[src/rtl/pc_adder_pkg.sv]
// Shared constants and types for PC arithmetic: address width, sequential
// step size and the default reset vector.
package pc_adder_pkg;

  localparam int XLEN = 32;
  localparam int PC_STEP = 4;
  localparam logic [XLEN-1:0] RESET_VECTOR_DEFAULT = 32'h0000_0000;

  typedef logic [XLEN-1:0] addr_t;

endpackage

[src/rtl/pc_adder_pc_add.sv]
// XLEN-bit modulo adder; the carry-out is dropped so address wrap-around
// is legal and silent.
module pc_add #(
  parameter int W = 32
) (
  input  logic [W-1:0] a,
  input  logic [W-1:0] b,
  output logic [W-1:0] sum
);

  assign sum = a + b;

endmodule

[src/rtl/pc_adder.sv]
// Next-PC arithmetic and the fetch PC register: computes PC+4 and PC+imm,
// selects the next PC, flags misaligned targets and registers the result.
module pc_adder #(
  parameter int XLEN = pc_adder_pkg::XLEN,
  parameter logic [XLEN-1:0] RESET_VECTOR = XLEN'(pc_adder_pkg::RESET_VECTOR_DEFAULT)
) (
  input  logic            clk,
  input  logic            rst_n,
  input  logic [XLEN-1:0] pc_current,
  input  logic [XLEN-1:0] imm,
  input  logic            take_branch,
  input  logic            pc_en,
  output logic [XLEN-1:0] pc_plus_4,
  output logic [XLEN-1:0] pc_branch,
  output logic [XLEN-1:0] pc_next,
  output logic [XLEN-1:0] pc_q,
  output logic            target_misaligned
);

  import pc_adder_pkg::*;

  localparam logic [XLEN-1:0] STEP = XLEN'(PC_STEP);

  pc_add #(.W(XLEN)) u_add_seq (
    .a   (pc_current),
    .b   (STEP),
    .sum (pc_plus_4)
  );

  pc_add #(.W(XLEN)) u_add_branch (
    .a   (pc_current),
    .b   (imm),
    .sum (pc_branch)
  );

  // The target is passed through unmodified even when misaligned; the
  // control unit decides whether to trap.
  always_comb begin
    pc_next           = take_branch ? pc_branch : pc_plus_4;
    target_misaligned = take_branch & (pc_branch[1:0] != 2'b00);
  end

  always_ff @(posedge clk or negedge rst_n) begin
    if (!rst_n) begin
      pc_q <= RESET_VECTOR;
    end else if (pc_en) begin
      pc_q <= pc_next;
    end
  end

endmodule

[config.mk]
export PLATFORM = sky130hd
export DESIGN_NAME = pc_adder
export DESIGN_NICKNAME = d
export VERILOG_FILES = /design/src/rtl/pc_adder_pkg.sv /design/src/rtl/pc_adder_pc_add.sv /design/src/rtl/pc_adder.sv
export SDC_FILE = /design/constraint.sdc
export NUM_CORES = 1
export LEC_CHECK = 0
export CORE_MARGIN = 3
export CORE_UTILIZATION = 30
export CTS_BUF_LIST = sky130_fd_sc_hd__clkbuf_8
export DETAILED_ROUTE_END_ITERATION = 6
export GPL_TIMING_DRIVEN = 0
export PLACE_DENSITY_LB_ADDON = 0.08
export SLEW_MARGIN = 30
export SYNTH_ARGS = -nofsm -noshare
export SYNTH_HDL_FRONTEND = slang
export SYNTH_SLANG_ARGS = --single-unit
[constraint.sdc]
create_clock -name clk -period 7.4 [get_ports clk]
set_input_delay 1.48 -clock clk [delete_from_list [all_inputs] [get_ports clk]]
set_output_delay 1.48 -clock clk [all_outputs]
set_load 0.02 [all_outputs]
==> metrics.txt <==
status finished clean; Top reg by flops pc_q; clk_skew 0 ns; critical path fanouts, max 4; CP dominant cell by count clkdlybuf4s50_1; fmax ~0.16 GHz; max-cap violations 0; CP arrival 4.94 ns; Max rail drop VDD about 95 uV; Setup TNS 0 ns; Setup WS post-layout 0.982 ns; hold_ws around 0.5 ns; unrepaired setup endpoints after global routing no; I/O pins 197; CTS tree yes; Slew @ Worst Pin 0.739 ns; EDFF count, synth 0; Hold Path Class register to register; largest registers pc_q (32); Period Utilization, post-route 0.867; Compound-Gate Fraction of Synth Area 0.212; Hold Startpoint pc_q[21]; CTS hold repair buffers 0; Fin. Hold Viols 0; Tmin final 6.42 ns; startpoint types input pin; first-pass GRT wire length about 26000 um; ranking of synthesized cells by area dfrtp_1 19%, ha_1 9.6%, mux2_2 8.9%; Total Routing Usage GR 0.223; TritonCTS buffer count 5; Post-Synth XOR/XNOR Area 0.125; crit-path cells clkdlybuf4s50_1 > ha_1 > fa_1 > a21o_1 > a31o_1 > nand3_1 > a21oi_1 > a211o_1 > xor2_1 > mux2_2 > clkdlybuf4s50_1; Post-DP HPWL ~14000 um; Cell Rows 42; vias per cell between 5 and 6; initial antenna violation count 0; layout cells sized above 1 0.107; Synth top cells by count 67 x nor2_1, 46 x nand2_1, 44 x a21oi_1; main combinational cell family by area after synthesis compound AO/OA/AOI/OAI gates; power density over the cells about 170 mW/mm2; Die ar. 0.0154 mm2; r2r startpoint pc_q[29]; Layout area overhead 55.0%; CTS resizes 0; Worst Setup SP pc_current[0]; Congestion Overflow GR 0; Relative slew margins 0.506; DRT iter0 DRCs 180; clock buffer depth 2; DR WL/cell between 15 and 20 um; clock sink count 32; number of remaining DRC errors 0; Starting Density 0.311; Mapped Nets 623; Detailed Route WL between 15000 and 20000 um; Post-Syn Instances 522; slowest cell on the critical path clkdlybuf4s50_1; pre-CTS WS 0.979 ns; layout net count 827; Mapped Avg Cell Area 8.02 um2; largest area contributor in the netlist dfrtp_1; ys async rst share 1.00; Port Buf Inserts 196; post-synth top area share 0.191; post-synthesis mux area share 0.110; RePlAce Congestion approximately 0.9; core area 0.0135 mm2; Largest register FFs 32; post-synthesis register bit count 32; Via Count around 4700; vias in the first global route 4671; clock-pin slew on the worst setup and hold paths 0.08 ns; Yosys Warn Count 0; Seq/Total Area, Yosys 0.191; most common cell in the netlist nor2_1; Netlist cell types 66; post-synthesis simple-gate area fraction 0.212; die height 124 um; final slew viol count 0; CP Capture Type primary output; post-CTS setup buffer count 0; required time at the worst-slack endpoint 5.92 ns; static leakage 0.00265 uW; n_diodes 0; # H-tree levels 2; main flop type after synthesis dfrtp_1; largest net degree at the start of global routing 18; Synth Area in Adders 0.100; Setup Viol. Count Final 0; Clock Latency Late Sink 0.32 ns; detailed-router iteration count before antenna repair 7; WS Path Type input pin to primary output; Antenna Nets Post-Route 0; Die W 124 um; max incr delay on CP 0.60 ns; kind of cell adding the most delay to the critical path compound AO/OA/AOI/OAI gates; synthesized cell area between 0.004 and 0.005 mm2; sum of buffers and inverters on the critical path 2; Root Buffer clkbuf_8
-- cell type report --
| class | count | area [um2] |
|---|---|---|
| inverter | 16 | 60.1 |
| clock buffer | 7 | 96.3 |
| sequential | 32 | 801 |
| multi-input combinational | 447 | 3180 |
| tap | 176 | 220 |
| buffer | 27 | 143 |
| fill | 1361 | 6960 |
| timing repair buffer | 197 | 1980 |
-- placed cells by master, fill, tap and decap left out, drive strengths merged, types with 2 or more instances in the layout --
cell type	instances
a211o	3
a211oi	3
a21o	4
a21oi	47
a221o	2
a222oi	2
a22oi	5
a2bb2oi	2
a31oi	6
and2	3
and2b	2
and3	6
and4	4
buf	16
clkbuf	20
clkdlybuf4s50	195
dfrtp	32
ha	32
inv	16
mux2	35
mux2i	6
nand2	46
nand2b	2
nand3	14
nand4	20
nor2	67
nor3	7
nor4	2
o211a	4
o211ai	3
o21a	6
o21ai	28
o21bai	3
o221a	2
o22ai	4
or2	3
or3	4
xnor2	31
xor2	28
-- final timing paths --
| kind | endpoint | slack, ns | depth (start not counted) |
|---|---|---|---|
| worst max-delay path | pc_next[24] | 0.98 | 11 |
| worst min-delay path | pc_q[21] | 0.50 | 1 |
| worst max register to register | pc_q[29] | 6.42 | 2 |
| worst min register to register | pc_q[21] | 0.50 | 1 |
| max in group asynchronous | pc_q[18] | 5.81 | 2 |
| min in group asynchronous | pc_q[2] | 1.10 | 1 |
-- logic make-up (layout without fill, tap and decap cells) --
logic type / Yosys count / count (layout)
xor+xnor: 59 / 59
mux: 41 / 41
fa+ha+maj: 33 / 33
buf+inv: 43 / 247
simple gates: 183 / 183
flops: 32 / 32
compound gates: 131 / 131
-- metal layers --
metal | up-vias | wire (um) | track usage
met5 | - | 0 | 0
met4 | 0 | 249 | 0.0541
met3 | 14 | 895 | 0.0391
met2 | 135 | 8160 | 0.372
met1 | 2202 | 8040 | 0.298
li1 | 2303 | - | -
-- where the power goes --
part,internal [uW],total (uW),switching [uW]
clock,83.0,163,80.1
sequential,206,222,16.2
combinational,337,725,387
total,626,1110,484
-- stage by stage --
step                cell area, um2   util  std cells  total power (uW)
finish                        6490  0.482        902              1110
global route                  6490  0.482        902              1180
CTS                           6490  0.482        902              1130
detailed placement            6390  0.475        895               952
global placement              6370  0.473        894               948
floorplan                     4190      -        522               613
-- worst reg2reg max path, delay by kind of cell (launching register included) --
kind,cells,cell delay [ns]
DFF,1,0.39
AOI/OAI and AO/OA,2,0.45
Power figures use the tool's default switching activity.
